===== config.mk =====
export PLATFORM = sky130hd
export DESIGN_NAME = memory_management_unit
export DESIGN_NICKNAME = d
export VERILOG_FILES = /design/src/rtl/memory_management_unit_pkg.sv /design/src/rtl/memory_management_unit_arbiter.sv /design/src/rtl/memory_management_unit.sv
export SDC_FILE = /design/constraint.sdc
export NUM_CORES = 1
export LEC_CHECK = 0
export BUFFER_PORTS_ARGS = -buffer_cell sky130_fd_sc_hd__buf_2
export CAP_MARGIN = 10
export CORE_AREA = 2 2 544 546
export DETAILED_ROUTE_END_ITERATION = 10
export DIE_AREA = 0 0 546 548
export PLACE_DENSITY = 0.33
export SYNTH_ARGS = -nofsm -noshare
export SYNTH_HDL_FRONTEND = slang
export SYNTH_HIERARCHICAL = 1
export SYNTH_SLANG_ARGS = --single-unit

===== constraint.sdc =====
create_clock -name clk -period 23 [get_ports clk]
set_input_delay 2.3 -clock clk [delete_from_list [all_inputs] [get_ports clk]]
set_output_delay 2.3 -clock clk [all_outputs]
set_load 0.005 [all_outputs]

===== src/rtl/memory_management_unit_pkg.sv =====
// Shared types and constants for the memory management unit.
// Latency: n/a (types, constants and a pure combinational helper only).
// Backpressure: n/a.
package memory_management_unit_pkg;

    localparam int DEFAULT_WIDTH = 256;
    localparam int DEFAULT_XLEN  = 32;

    typedef enum logic [1:0] {
        ST_IDLE    = 2'd0,
        ST_ISSUE   = 2'd1,
        ST_WAIT    = 2'd2,
        ST_RESPOND = 2'd3
    } mmu_state_t;

    typedef enum logic {
        PORT_ICACHE = 1'b0,
        PORT_DCACHE = 1'b1
    } port_sel_t;

    // Round-robin pick: a lone requester always wins; on a tie the port that
    // was not served last wins.
    function automatic port_sel_t rr_pick(input logic icache_req,
                                          input logic dcache_req,
                                          input port_sel_t last);
        if (icache_req && dcache_req)
            return (last == PORT_ICACHE) ? PORT_DCACHE : PORT_ICACHE;
        else if (dcache_req)
            return PORT_DCACHE;
        else
            return PORT_ICACHE;
    endfunction

endpackage


===== src/rtl/memory_management_unit_arbiter.sv =====
// Round-robin arbiter between the instruction and data cache ports.
// Latency: grant is combinational; last-grant register updates on the update pulse.
// Backpressure: none of its own; losers simply stay pending in the requesters.
//
// Ports: clk, reset (async, active-high); icache_req, dcache_req (pending
// requests); update/served_dcache (record which port was just served);
// grant_dcache (1 = data cache wins, 0 = instruction cache wins).
module mmu_arbiter
    import memory_management_unit_pkg::*;
(
    input  logic clk,
    input  logic reset,
    input  logic icache_req,
    input  logic dcache_req,
    input  logic update,
    input  logic served_dcache,
    output logic grant_dcache
);

    port_sel_t last_grant;

    // Reset to icache so the data cache wins the first tie.
    always_ff @(posedge clk or posedge reset) begin
        if (reset)
            last_grant <= PORT_ICACHE;
        else if (update)
            last_grant <= port_sel_t'(served_dcache);
    end

    assign grant_dcache = (rr_pick(icache_req, dcache_req, last_grant) == PORT_DCACHE);

endmodule


===== src/rtl/memory_management_unit.sv =====
// Arbitrates icache/dcache line requests onto a single main-memory port.
// Latency: 3 cycles request-to-done minimum (IDLE -> ISSUE -> WAIT -> RESPOND).
// Backpressure: ready only in IDLE; ISSUE stalls on mem_ready, WAIT stalls until mem_done.
//
// Ports: clk, reset; icache_address/read -> icache_rdata/ready/done;
// dcache_address/read/write/wdata -> dcache_rdata/ready/done;
// mem_address/read/write/wdata -> memory, mem_rdata/ready/done <- memory.
module memory_management_unit
    import memory_management_unit_pkg::*;
#(
    parameter int WIDTH = DEFAULT_WIDTH,
    parameter int XLEN  = DEFAULT_XLEN
)
(
    input  logic             clk,
    input  logic             reset,
    input  logic [XLEN-1:0]  icache_address,
    input  logic             icache_read,
    output logic [WIDTH-1:0] icache_rdata,
    output logic             icache_ready,
    output logic             icache_done,
    input  logic [XLEN-1:0]  dcache_address,
    input  logic             dcache_read,
    input  logic             dcache_write,
    input  logic [WIDTH-1:0] dcache_wdata,
    output logic [WIDTH-1:0] dcache_rdata,
    output logic             dcache_ready,
    output logic             dcache_done,
    output logic [XLEN-1:0]  mem_address,
    output logic             mem_read,
    output logic             mem_write,
    output logic [WIDTH-1:0] mem_wdata,
    input  logic [WIDTH-1:0] mem_rdata,
    input  logic             mem_ready,
    input  logic             mem_done
);

    mmu_state_t       state;
    port_sel_t        owner;
    logic [XLEN-1:0]  addr_q;
    logic [WIDTH-1:0] wdata_q;
    logic             op_write_q;

    logic dcache_req;
    logic any_req;
    logic grant_dcache;
    logic mem_active;

    assign dcache_req = dcache_read | dcache_write;
    assign any_req    = icache_read | dcache_req;

    mmu_arbiter u_arbiter (
        .clk           (clk),
        .reset         (reset),
        .icache_req    (icache_read),
        .dcache_req    (dcache_req),
        .update        (state == ST_RESPOND),
        .served_dcache (owner == PORT_DCACHE),
        .grant_dcache  (grant_dcache)
    );

    assign icache_ready = (state == ST_IDLE);
    assign dcache_ready = (state == ST_IDLE);

    // The request strobe is gated by mem_ready while issuing, then held
    // through WAIT until memory reports completion.
    assign mem_active  = ((state == ST_ISSUE) && mem_ready) || (state == ST_WAIT);
    assign mem_read    = mem_active && !op_write_q;
    assign mem_write   = mem_active &&  op_write_q;
    assign mem_address = addr_q;
    assign mem_wdata   = wdata_q;

    always_ff @(posedge clk or posedge reset) begin
        if (reset) begin
            state        <= ST_IDLE;
            owner        <= PORT_ICACHE;
            addr_q       <= '0;
            wdata_q      <= '0;
            op_write_q   <= 1'b0;
            icache_rdata <= '0;
            dcache_rdata <= '0;
            icache_done  <= 1'b0;
            dcache_done  <= 1'b0;
        end else begin
            icache_done <= 1'b0;
            dcache_done <= 1'b0;
            case (state)
                ST_IDLE: begin
                    if (any_req) begin
                        state <= ST_ISSUE;
                        if (grant_dcache) begin
                            owner      <= PORT_DCACHE;
                            addr_q     <= dcache_address;
                            // Write takes precedence when both strobes are high.
                            op_write_q <= dcache_write;
                            wdata_q    <= dcache_write ? dcache_wdata : '0;
                        end else begin
                            owner      <= PORT_ICACHE;
                            addr_q     <= icache_address;
                            op_write_q <= 1'b0;
                            wdata_q    <= '0;
                        end
                    end
                end
                ST_ISSUE: begin
                    if (mem_ready)
                        state <= ST_WAIT;
                end
                ST_WAIT: begin
                    if (mem_done) begin
                        state <= ST_RESPOND;
                        // Done is registered here so it is high exactly in RESPOND.
                        if (owner == PORT_DCACHE) begin
                            dcache_done <= 1'b1;
                            if (!op_write_q)
                                dcache_rdata <= mem_rdata;
                        end else begin
                            icache_done <= 1'b1;
                            if (!op_write_q)
                                icache_rdata <= mem_rdata;
                        end
                    end
                end
                ST_RESPOND: begin
                    state <= ST_IDLE;
                end
                default: begin
                    state <= ST_IDLE;
                end
            endcase
        end
    end

endmodule


# [Word level (Yosys, flattened, before mapping)]
# Index checks and enable logic that the tools add are counted.
[totals] register_bits=807 latch_bits=0 mem_bits_rw=0 rom_bits=0 wordCells=49 memories=0
[classes] addsub=0 n_mul=0 div=0 n_lt_le_gt_ge=0 eq_ne=6 n_shift=0 muxes=18 n_bitwise=4 reduce_logical=11
[ops] cell="two-way mux 256 bit" count=2
[ops] cell="two-way mux 32 bit" count=1
[ops] cell="two-way mux 1 bit" count=11
[ops] cell="one-hot mux 2 bit (4 select lines)" count=1
[ops] cell="AND reduction 4 bit" count=2
[ops] cell="two-way mux 2 bit" count=3
[ops] cell="equality test 2 bit (second input constant)" count=2
[ops] cell="logical AND 1 bit" count=4
[ops] cell="!= test 2 bit (second input constant)" count=2
[ops] cell="AND reduction 3 bit" count=1
[ops] cell="equality test 2 x 1 -> 1 bit (second input constant)" count=1
[ops] cell="zero test 2 bit" count=1
[ops] cell="!= test 2 x 1 -> 1 bit (second input constant)" count=1
[ops] cell="NOT 1 bit" count=2
[ops] cell="bitwise OR 1 bit" count=2
[ops] cell="AND reduction 2 bit" count=1
[ops] cell="zero test 1 bit" count=1
[ops] cell="logical OR 1 bit" count=1

# [Depth between registers and ports, before layout]
# Gate-level depths: netlist of run 1.
[depth] ltp_word=4 ltp_mapped=8 depth_no_buf=5

# [Modules after synthesis]
# Netlist of run 1, hierarchy kept.
[modules_own_cells] mod="memory_management_unit" instances=1 cells_each=1824 area_each_um2=29624.7 seq_area_each_um2=20169.3
[modules_own_cells] mod="mmu_arbiter" instances=1 cells_each=4 area_each_um2=51.3 seq_area_each_um2=25.0

# [Worst setup path after synthesis of run 1]
# Ideal clock, no wire load.
[synth_timing] path_type="in2out" startpoint="input mem_ready" endpoint="output mem_write" t_arrival_ps=2523 required_ps=20700 path_slack_ps=18177 cell_stages=2 path_cell_list="a21oi_1 -> nor2b_1"
[synth_between] elab_chain_len=3
[synth_rtl] item="start: declaration" line_no="memory_management_unit.sv:34" source="input logic mem_ready,"
[synth_rtl] item="logical AND 1 bit" line_no="memory_management_unit.sv:67" source="assign mem_active = ((state == ST_ISSUE) && mem_ready) || (state == ST_WAIT);"
[synth_rtl] item="logical OR 1 bit" line_no="memory_management_unit.sv:67"
[synth_rtl] item="logical AND 1 bit" line_no="memory_management_unit.sv:69" source="assign mem_write = mem_active && op_write_q;"
[synth_rtl] item="end: declaration" line_no="memory_management_unit.sv:31" source="output logic mem_write,"
# Every way passes these cells.

# [Final worst setup path of run 1]
[layout_timing] startpoint="input mem_done" endpoint="register dcache_rdata[115]"
[layout_between] elab_chain_len=1
[layout_rtl] item="start: declaration" line_no="memory_management_unit.sv:35" source="input logic mem_done"
[layout_rtl] item="AND reduction 4 bit (no source line)"
[layout_rtl] item="end signal: assignment" line_no="memory_management_unit.sv:116" source="dcache_rdata <= mem_rdata;"
[layout_rtl] item="end: declaration" line_no="memory_management_unit.sv:26" source="output logic [WIDTH-1:0] dcache_rdata,"
# Every way passes these cells.
# A chain may end at the register's enable or synchronous reset.

==> flow_summary.json, run 1 <==
{
  "hold_buffers": 0,
  "timing.final.crit_share_pct": 28.0,
  "min_from": "mem_address[9]$_DFFE_PP0P_",
  "maxCapViolations": 0,
  "netlist_instances": 1828,
  "regArea_mm2": 0.0202,
  "initial_core_util_pct": 10.1,
  "seqPwrFrac_pct": 38.4,
  "core_mm2": 0.293,
  "cp_data_arrival_time_ns": 7.08,
  "r2r_end": "dcache_rdata[115]$_DFFE_PP0P_",
  "rsz0062_at_grt": "false",
  "path_cells": "buf_2 -> nand4b_1 -> buf_4 -> buf_4 -> buf_4 -> buf_4 -> buf_4 -> buf_4 -> mux2_2",
  "seq_area_frac_synth_pct": 68.0,
  "grt_usage_pct": 11.4,
  "synth.largest_area_cell": "dfrtp_1",
  "comb_power_share_pct": 35.9,
  "start_kind": "input pin",
  "fillers": 32900,
  "crit_required_ns": 23.65,
  "area_growth_pct": 51.1,
  "power_uw": 6610,
  "status": "complete, no violations",
  "viasPerCell": 3.07,
  "tightest_slew_ns": 1.25,
  "utilization_pct": 15.3,
  "worstSetupPathType": "input pin to flip-flop",
  "crit_buf_inv": 7,
  "yosys-top-cells-area": "dfrtp_1, mux2_2, a22o_1",
  "slew_headroom_pct": 16.4,
  "max_freq_ghz": 0.156,
  "root_buffer": "clkbuf_16",
  "ir_worst_vdd_uv": 75.0,
  "cts_buffers": 105,
  "fin_area_mm2": 0.0448,
  "mostFrequentLayoutCell": "buf_2",
  "wl_per_cell_um": 24.3,
  "max_stage_delay_ns": 0.74,
  "final_nets": 3813,
  "clock_sinks": 807,
  "tritoncts": "done",
  "h-tree-depth": 3,
  "crit_path_max_fanout": 56,
  "drive_gt1_share_pct": 63.6,
  "io_pins": 1389,
  "vias": 22300,
  "hold_viol": 0,
  "antenna_found_initial": 116,
  "worstSkewPairLatency_ns": 0.81,
  "netlist.area_leader.share_pct": 68.0,
  "firstDrtPassIters": 6,
  "powerDensity_mw_per_mm2": 147,
  "switching_share_pct": 35.7,
  "setup_tns_ns": 0,
  "cpMostUsedCell": "buf_4",
  "post-cts-setup-buffer-count": 0,
  "syn-num-nets": 2416,
  "p_switching_uw": 2360,
  "drt_wl_total_mm": 177,
  "layout_common_cells": "buf_2, dfrtp_1, mux2_2, a22o_1, clkbuf_16",
  "worst_hold_path.num_cells": 2,
  "p_leak_uw": 0.0216,
  "internal_power_uw": 4250,
  "crit_family": "buffers and inverters",
  "min_path_type": "flip-flop to flip-flop",
  "grt_pass1_vias": 23600,
  "drv_slew": 0,
  "finalSetupViolCount": 0,
  "grt.overflow.total": 0,
  "route.antenna.remaining_nets": 0,
  "r2r-start": "state[0]$_DFFE_PP0P_",
  "synth.cell_area_mm2": 0.0297,
  "hpwl_mm": 146,
  "cpMaxStageDelayCell": "buf_4",
  "r2r_cells": 10,
  "avgSynthCellArea_um2": 16.2,
  "rows": 199,
  "dpl_cell_area_mm2": 0.0412,
  "grt_pass1_wl_mm": 231,
  "worstSetupEndpointType": "flip-flop",
  "drc": 0,
  "yosys_register_bits": 807,
  "placedCellCount": 7037,
  "die_h_um": 548,
  "hold_end": "mem_address[9]$_DFFE_PP0P_",
  "drtIter0Drc": 1197,
  "clk_path_buf_depth": 4,
  "synth_cell_types": 27,
  "final_cell_count_no_fill": 7257,
  "gp_congestion": 0.906,
  "yosysWarningCount": 6,
  "clock_skew_ns": 0.0638,
  "grt_start_max_net_pins": 177,
  "pwr-share-clk_pct": 25.8,
  "fp.dieArea_mm2": 0.299,
  "die_w_um": 546,
  "r2r_slack_ns": 17.46,
  "multi_input_area_mm2": 0.00886,
  "port_buffers": 1388,
  "clk_pin_slew_ns": 0.06,
  "min_period_ns": 6.43,
  "cts_resized": 0
}
-- flip-flops by register name (all words and copies together), names as in the netlist --
register and flops:
mem_wdata 256, op_write_q 1, state 2, owner 1
mem_address 32, icache_done 1, dcache_done 1, dcache_rdata 256
icache_rdata 256, u_arbiter/last_grant 1
-- tightest hold or removal path, stage by stage, from the launching register on --
cell	delay, ns
dfrtp_1	0.34
nand2_1	0.05
o21ai_0	0.06
-- cells in the mapped netlist (all sizes together) --
master     n
mux2i     32
nor2b      1
clkbuf     7
a22oi      1
a21boi     1
dfrtp    807
nand4b     1
nand2     33
o21ai     32
a22o     256
a21oi      1
a222oi     1
inv        6
buf      118
or2        1
a21o       1
ha         5
a2bb2oi    1
nor3       2
mux2     515
nor2       3
o31ai      1
and3       2
-- routing by layer --
metal  up-vias  part of all wire [%]  track usage, %
li1       9578                     -               -
met1     11100                    34            11.4
met2      1193                    49            19.7
met3       343                    13            6.65
met4        98                   3.3            3.62
met5         -                  0.35               0
-- cells by family (layout without fill, tap and decap cells) --
| family | Yosys count | in the layout | share of synthesized area, % |
|---|---|---|---|
| flops | 807 | 807 | 68.0 |
| mux | 547 | 547 | 20.6 |
| compound gates | 295 | 295 | 8.29 |
| buf+inv | 131 | 1610 | 2.19 |
| simple gates | 43 | 43 | 0.620 |
| fa+ha+maj | 5 | 5 | 0.211 |
| other cells | 0 | 31 | 0 |
-- power groups by stage --
stage	clock (uW)	sequential, uW	combinational [uW]
after CTS	1780	2550	2460
after global routing	1830	2630	2560
after floorplan	0	2550	899
after global placement	0	2560	2450
after detailed placement	0	2570	2460
final	1700	2540	2370
-- per-stage QoR --
| step | setup WS, ns | hold WS [ns] |
|---|---|---|
| 4_1_cts | 16.29 | 0.486 |
| 5_1_grt | 16.12 | 0.503 |
| 3_5_place_dp | 15.40 | 0.471 |
| 2_1_floorplan | 9.64 | 0.473 |
| 3_3_place_gp | 15.36 | 0.459 |
| 6_report | 16.57 | 0.481 |
-- worst max path at each step --
stage,from,end,cells past startpoint
4_1_cts,mem_done,dcache_rdata[176]$_DFFE_PP0P_,9
5_1_grt,mem_done,dcache_rdata[168]$_DFFE_PP0P_,9
6_report,mem_done,dcache_rdata[115]$_DFFE_PP0P_,9
2_1_floorplan,reset,dcache_done$_DFF_PP0_,1
3_3_place_gp,mem_done,dcache_rdata[116]$_DFFE_PP0P_,9
3_5_place_dp,mem_done,dcache_rdata[84]$_DFFE_PP0P_,9
-- final cells by class --
| cell class | count | area share [%] |
|---|---|---|
| sequential | 807 | 45.0 |
| multi-input combinational | 890 | 19.8 |
| timing repair buffer | 1415 | 16.1 |
| tap | 3919 | 10.9 |
| clock buffer | 151 | 6.80 |
| clock inverter | 38 | 1.12 |
| antenna | 31 | 0.173 |
| inverter | 6 | 0.0586 |
No activity file was read; power rests on OpenSTA's default activity.
==> run 2: changes to the inputs <==
CORE_AREA = 2 2 545 547   (was 2 2 544 546)
DIE_AREA = 0 0 547 549   (was 0 0 546 548)
PLACE_DENSITY = 0.32   (was 0.33)
clock period = 6.75 ns   (was 23 ns; I/O delays follow)
==> run 2 against run 1 <==
Cell area up 2.6%. Clock skew grew 0.0030 ns. Routed wire length up 4.3%. Sequential share of layout area decreased by 1.1 points. Core utilization grew 0.29 points.
==> flow_summary.json, run 2 (same netlist as run 1, synthesis figures left out) <==
{
  "status": "complete, no violations",
  "antenna_found_initial": 125,
  "wl_met3_mm": 25.8,
  "grt_pass1_vias": 23800,
  "hpwl_mm": 151,
  "die_w_um": 547,
  "tritoncts": "done",
  "min_path_type": "input pin to flip-flop",
  "area_growth_pct": 54.9,
  "worstSetupPathType": "flip-flop to flip-flop",
  "met2_wirelength_mm": 90.5,
  "path_cells": "inv_1 -> ha_1 -> nand4b_1 -> buf_12 -> buf_12 -> mux2_2",
  "top_layer": "met5",
  "timing.final.crit_share_pct": 43.8,
  "rsz0062_at_grt": "false",
  "gp_congestion": 0.898,
  "drt-met1-wl_mm": 61.0,
  "max_stage_delay_ns": 0.54,
  "comb_power_share_pct": 37.1,
  "clock_skew_ns": 0.0668,
  "finalSetupViolCount": 0,
  "drc": 0,
  "internal_power_uw": 14300,
  "dpl_cell_area_mm2": 0.0414,
  "r2r_cells": 6,
  "slew_headroom_pct": 35.9,
  "vias": 23100,
  "fillers": 33000,
  "grt_usage_pct": 11.8,
  "initial_core_util_pct": 10.1,
  "core_mm2": 0.295,
  "fin_area_mm2": 0.0460,
  "hold_slack_ns": 0.0840,
  "setup_tns_ns": 0,
  "r2r-start": "state[0]$_DFFE_PP0P_",
  "seqPwrFrac_pct": 38.1,
  "die_h_um": 549,
  "crit_path_max_fanout": 113,
  "crit_required_ns": 7.40,
  "rows": 200,
  "firstDrtPassIters": 5,
  "start_kind": "flip-flop",
  "maxCapViolations": 0,
  "port_buffers": 1388,
  "wl_per_cell_um": 24.9,
  "cp_data_arrival_time_ns": 3.61,
  "worstSkewPairLatency_ns": 0.85,
  "utilization_pct": 15.6,
  "io_pins": 1389,
  "worstSetupEndpointType": "flip-flop",
  "drtIter0Drc": 1172,
  "hold_viol": 0,
  "root_buffer": "clkbuf_16",
  "crit_path_end": "dcache_rdata[87]$_DFFE_PP0P_",
  "cts_buffers": 107,
  "min_period_ns": 2.96,
  "viasPerCell": 3.13,
  "regArea_mm2": 0.0202,
  "final_nets": 3942,
  "clk_pin_slew_ns": 0.06,
  "mostFrequentLayoutCell": "buf_2",
  "switching_share_pct": 36.4,
  "cpMaxStageDelayCell": "buf_12",
  "powerDensity_mw_per_mm2": 489,
  "r2r_slack_ns": 3.79,
  "fp.dieArea_mm2": 0.300,
  "r2r_end": "dcache_rdata[87]$_DFFE_PP0P_",
  "ir_worst_vdd_uv": 322,
  "drt_wl_total_mm": 184,
  "cpMostUsedCell": "buf_12",
  "p_switching_uw": 8180,
  "drv_slew": 0,
  "h-tree-depth": 3,
  "tightest_slew_ns": 0.961,
  "max_freq_ghz": 0.338,
  "clk_path_buf_depth": 4,
  "grt.overflow.total": 0,
  "drive_gt1_share_pct": 61.1,
  "multi_input_area_mm2": 0.00886,
  "p_leak_uw": 0.0220,
  "startpoint": "state[0]$_DFFE_PP0P_",
  "pwr-share-clk_pct": 24.8,
  "clock_sinks": 807,
  "grt_pass1_wl_mm": 239,
  "route.antenna.remaining_nets": 0,
  "layout_common_cells": "buf_2, dfrtp_1, mux2_2, a22o_1, dlygate4sd3_1",
  "grt_start_max_net_pins": 136
}
==> run 2: cell types whose count changed in the layout (fill, tap and decap cells not counted), moves of 2 or more <==
cell | previous run | this run
diode_2 | 31 | 25
bufinv_16 | 10 | 4
dlygate4sd3_1 | 0 | 121
clkinv_2 | 17 | 5
clkbuf_1 | 21 | 27
clkbuf_8 | 25 | 18
buf_4 | 22 | 18
buf_12 | 5 | 15
clkbuf_16 | 105 | 107
clkinv_8 | 0 | 2
==> run 2: area by class of cell <==
type                       instances  area share (%)
inverter                           6          0.0572
clock inverter                    20           0.602
sequential                       807            43.9
clock buffer                     152            6.58
tap                             3939            10.7
timing repair buffer            1542            18.7
antenna                           25           0.136
multi-input combinational        890            19.3
==> run 2: worst min path at each step <==
| stage | start | slack [ns] | end | cells after the start |
|---|---|---|---|---|
| after floorplan | reset | 0.40 | u_arbiter/last_grant$_DFFE_PP0P_ | 1 |
| final | dcache_wdata[25] | 0.08 | mem_wdata[25]$_DFFE_PP0P_ | 2 |
| after global routing | dcache_wdata[30] | 0.02 | mem_wdata[30]$_DFFE_PP0P_ | 2 |
| after global placement | mem_address[16]$_DFFE_PP0P_ | 0.46 | mem_address[16]$_DFFE_PP0P_ | 2 |
| after detailed placement | mem_address[24]$_DFFE_PP0P_ | 0.47 | mem_address[24]$_DFFE_PP0P_ | 2 |
| after CTS | mem_rdata[211] | 0.0002 | dcache_rdata[211]$_DFFE_PP0P_ | 2 |
==> run 2: power groups by stage <==
| stage | logic (uW) | registers [uW] | clock network, uW |
|---|---|---|---|
| 2_1_floorplan | 3060 | 8690 | 0 |
| 3_3_place_gp | 8510 | 8610 | 0 |
| 3_5_place_dp | 8570 | 8630 | 0 |
| 4_1_cts | 8640 | 8590 | 5830 |
| 5_1_grt | 8960 | 8880 | 6020 |
| 6_report | 8330 | 8560 | 5580 |
==> run 2: per-stage QoR <==
step / instances / setup slack, ns / total power [uW]
2_1_floorplan: 1828 / -4.99 / 11700
3_5_place_dp: 7063 / 3.63 / 17200
4_1_cts: 7356 / 3.63 / 23100
5_1_grt: 7366 / 3.57 / 23900
6_report: 7381 / 3.79 / 22500
3_3_place_gp: 7063 / 3.66 / 17100
==> run 2: routing by layer <==
layer  up-vias  track usage (%)
met5         -            0.285
met4        90             3.35
met3       383             7.40
met2      1288             20.5
met1     11500             11.5
li1       9837                -
==> run 2: worst max-delay path: cells and delay by family (launching register included) <==
kind,cells,cell delay (ns)
adder cells (fa/ha/maj),1,0.25
buffers and inverters,3,0.96
flip-flops,1,0.40
multiplexers,1,0.41
AND/OR/NAND/NOR,1,0.33
==> run 2: what timing repair did <==
| action | CTS | global route |
|---|---|---|
| gates resized for setup | 0 | 0 |
| endpoints found under the hold margin | 126 | 0 |
| setup buffers | 0 | 0 |
| hold buffers | 121 | 0 |
==> run 3: changes to the inputs <==
ABC_AREA = 1   (was unset)
CORE_AREA = 2 2 539 541   (was 2 2 545 547)
DIE_AREA = 0 0 541 543   (was 0 0 547 549)
PLACE_DENSITY = 0.33   (was 0.32)
clock period = 3.05 ns   (was 6.75 ns; I/O delays follow)
==> run 3 against run 2 <==
Combinational power grew 120%. Flip-flop and latch count stayed put. Worst hold slack better by 0.037 ns. Critical path depth fell by 1. Critical endpoint is now mem_read. Largest cell class unchanged. Largest power group unchanged.
==> flow_summary.json, run 3 <==
{
  "status": "complete, no violations",
  "fin_area_mm2": 0.0528,
  "die_h_um": 543,
  "tritoncts": "done",
  "start_kind": "flip-flop",
  "clock_sinks": 807,
  "syn-num-nets": 3863,
  "min_period_ns": 2.54,
  "grt.overflow.total": 0,
  "yosys-top-cells-area": "dfrtp_1, nand2_1, o21ai_0",
  "synth.cell_area_mm2": 0.0314,
  "grt_start_max_net_pins": 149,
  "core_mm2": 0.287,
  "async_flop_share_pct": 100,
  "p_switching_uw": 19500,
  "cpMaxStageDelayCell": "dfrtp_1",
  "antenna_found_initial": 122,
  "timing.final.crit_share_pct": 83.1,
  "cts_resized": 0,
  "maxCapViolations": 0,
  "clk_pin_slew_ns": 0.05,
  "drive_gt1_share_pct": 31.7,
  "drtIter0Drc": 2073,
  "initial_core_util_pct": 10.9,
  "synth_edf_count": 0,
  "fillers": 32500,
  "power_uw": 49900,
  "drt_wl_total_mm": 207,
  "yosys_register_bits": 807,
  "path_cells": "inv_1 -> ha_1 -> a21oi_1 -> nor2_1 -> buf_2",
  "die_w_um": 541,
  "max_stage_delay_ns": 0.40,
  "clock_skew_ns": 0.0665,
  "rsz0062_at_grt": "false",
  "worstSkewPairLatency_ns": 0.81,
  "regArea_mm2": 0.0202,
  "grt_pass1_vias": 32400,
  "min_path_type": "input pin to flip-flop",
  "crit_family": "flip-flops",
  "crit_buf_inv": 2,
  "rows": 197,
  "final_nets": 5826,
  "io_pins": 1389,
  "route.antenna.remaining_nets": 0,
  "root_buffer": "clkbuf_16",
  "crit_path_max_fanout": 4,
  "vias": 31300,
  "comb_power_share_pct": 36.8,
  "p_leak_uw": 0.0261,
  "utilization_pct": 18.4,
  "synthTopCellsByCount": "nand2_1, dfrtp_1, o21ai_0, o21ai_1, inv_1",
  "powerDensity_mw_per_mm2": 946,
  "pwr-share-clk_pct": 25.9,
  "drc": 0,
  "cts_buffers": 108,
  "firstDrtPassIters": 5,
  "tightest_slew_ns": 1.04,
  "synth.largest_area_cell": "dfrtp_1",
  "viasPerCell": 3.43,
  "seqPwrFrac_pct": 37.4,
  "yosysMostFrequentCell": "nand2_1",
  "dpl_cell_area_mm2": 0.0430,
  "max_freq_ghz": 0.394,
  "finalSetupViolCount": 0,
  "slew_headroom_pct": 30.4,
  "worstSetupPathType": "flip-flop to output pin",
  "mostFrequentLayoutCell": "buf_2",
  "port_buffers": 1388,
  "netlist_instances": 3275,
  "gp_congestion": 0.918,
  "switching_share_pct": 39.1,
  "avgSynthCellArea_um2": 9.59,
  "clk_path_buf_depth": 4,
  "layout_common_cells": "buf_2, nand2_1, dfrtp_1, dlygate4sd3_1, o21ai_0",
  "ys.flop_type": "dfrtp_1",
  "area_growth_pct": 67.9,
  "netlist.area_leader.share_pct": 64.3,
  "fp.dieArea_mm2": 0.294,
  "grt_pass1_wl_mm": 278,
  "worstSetupEndpointType": "output pin",
  "yosysWarningCount": 6,
  "grt_usage_pct": 13.6,
  "synth_cell_types": 20,
  "wl_per_cell_um": 22.6,
  "hpwl_mm": 171,
  "h-tree-depth": 3,
  "drv_slew": 0,
  "hold_viol": 0,
  "seq_area_frac_synth_pct": 64.3,
  "cp_data_arrival_time_ns": 2.23,
  "crit_required_ns": 2.74,
  "multi_input_area_mm2": 0.00892,
  "internal_power_uw": 30400,
  "ir_worst_vdd_uv": 453
}
==> run 3: cell count changes after synthesis, sizes merged, moves of 7 or more <==
cell    before  now
o21ai       32  833
nand2       33  819
mux2       515    0
inv          6  270
nand3        0  260
a22o       256    0
clkbuf       7  116
mux2i       32    0
or2          1   33
buf        118  125
==> run 3: tightest hold or removal path: stages <==
cell and delay (ns):
buf_8 0.17, nand3_1 0.27, o21ai_1 0.10
==> run 3: metrics by stage <==
| step | hold WS [ns] | cells | setup WS, ns | setup TNS (ns) |
|---|---|---|---|---|
| 2_1_floorplan | 0.0337 | 3275 | -8.32 | -6705.64 |
| 3_3_place_gp | 0.180 | 8293 | 0.653 | 0 |
| 3_5_place_dp | 0.176 | 8293 | 0.630 | 0 |
| 4_1_cts | 0.00689 | 9099 | 0.393 | 0 |
| 5_1_grt | 0.0748 | 9116 | 0.374 | 0 |
| 6_report | 0.121 | 9141 | 0.514 | 0 |
==> run 3: cell families after synthesis <==
family / share of synthesized area, %
buffers and inverters: 7.49
and+or+nand+nor: 14.7
adders and majority gates: 0.199
AOI/OAI and AO/OA: 13.3
DFF: 64.3
==> run 3: what timing repair did <==
| item | 4_1_cts | 5_1_grt |
|---|---|---|
| setup buffers | 0 | 0 |
| hold buffers | 616 | 0 |
| endpoints found under the hold margin | 825 | 0 |
==> run 3: power by group through the flow <==
stage | clock (uW) | combinational (uW) | sequential [uW]
floorplan | 0 | 6730 | 18800
global placement | 0 | 18000 | 18700
detailed placement | 0 | 18100 | 18800
CTS | 13500 | 19000 | 18700
global route | 13800 | 20400 | 19300
finish | 12900 | 18300 | 18600
==> run 3: worst paths after layout <==
kind | slack, ns | cells past startpoint | endpoint | start
min | 0.12 | 3 | mem_wdata[240]$_DFFE_PP0P_ | dcache_write
max | 0.51 | 5 | mem_read | state[0]$_DFFE_PP0P_
max in group asynchronous | 1.71 | 5 | mem_wdata[228]$_DFFE_PP0P_ | reset
min reg2reg | 0.47 | 2 | icache_rdata[20]$_DFFE_PP0P_ | icache_rdata[20]$_DFFE_PP0P_
max reg2reg | 0.60 | 6 | state[1]$_DFFE_PP0P_ | state[0]$_DFFE_PP0P_
min in group asynchronous | 0.48 | 4 | u_arbiter/last_grant$_DFFE_PP0P_ | reset
==> run 3: per-layer routing <==
layer	wire length, um	GRT usage (%)
met3	19800	5.20
met2	94900	22.2
met5	499	0
met1	84200	16.2
met4	7170	4.52
==> run 3: cell type report <==
| class | count | area share [%] |
|---|---|---|
| tap | 3781 | 8.97 |
| clock buffer | 160 | 6.06 |
| sequential | 807 | 38.3 |
| clock inverter | 30 | 0.633 |
| timing repair buffer | 2094 | 27.0 |
| inverter | 270 | 1.93 |
| multi-input combinational | 1957 | 16.9 |
| antenna | 42 | 0.199 |
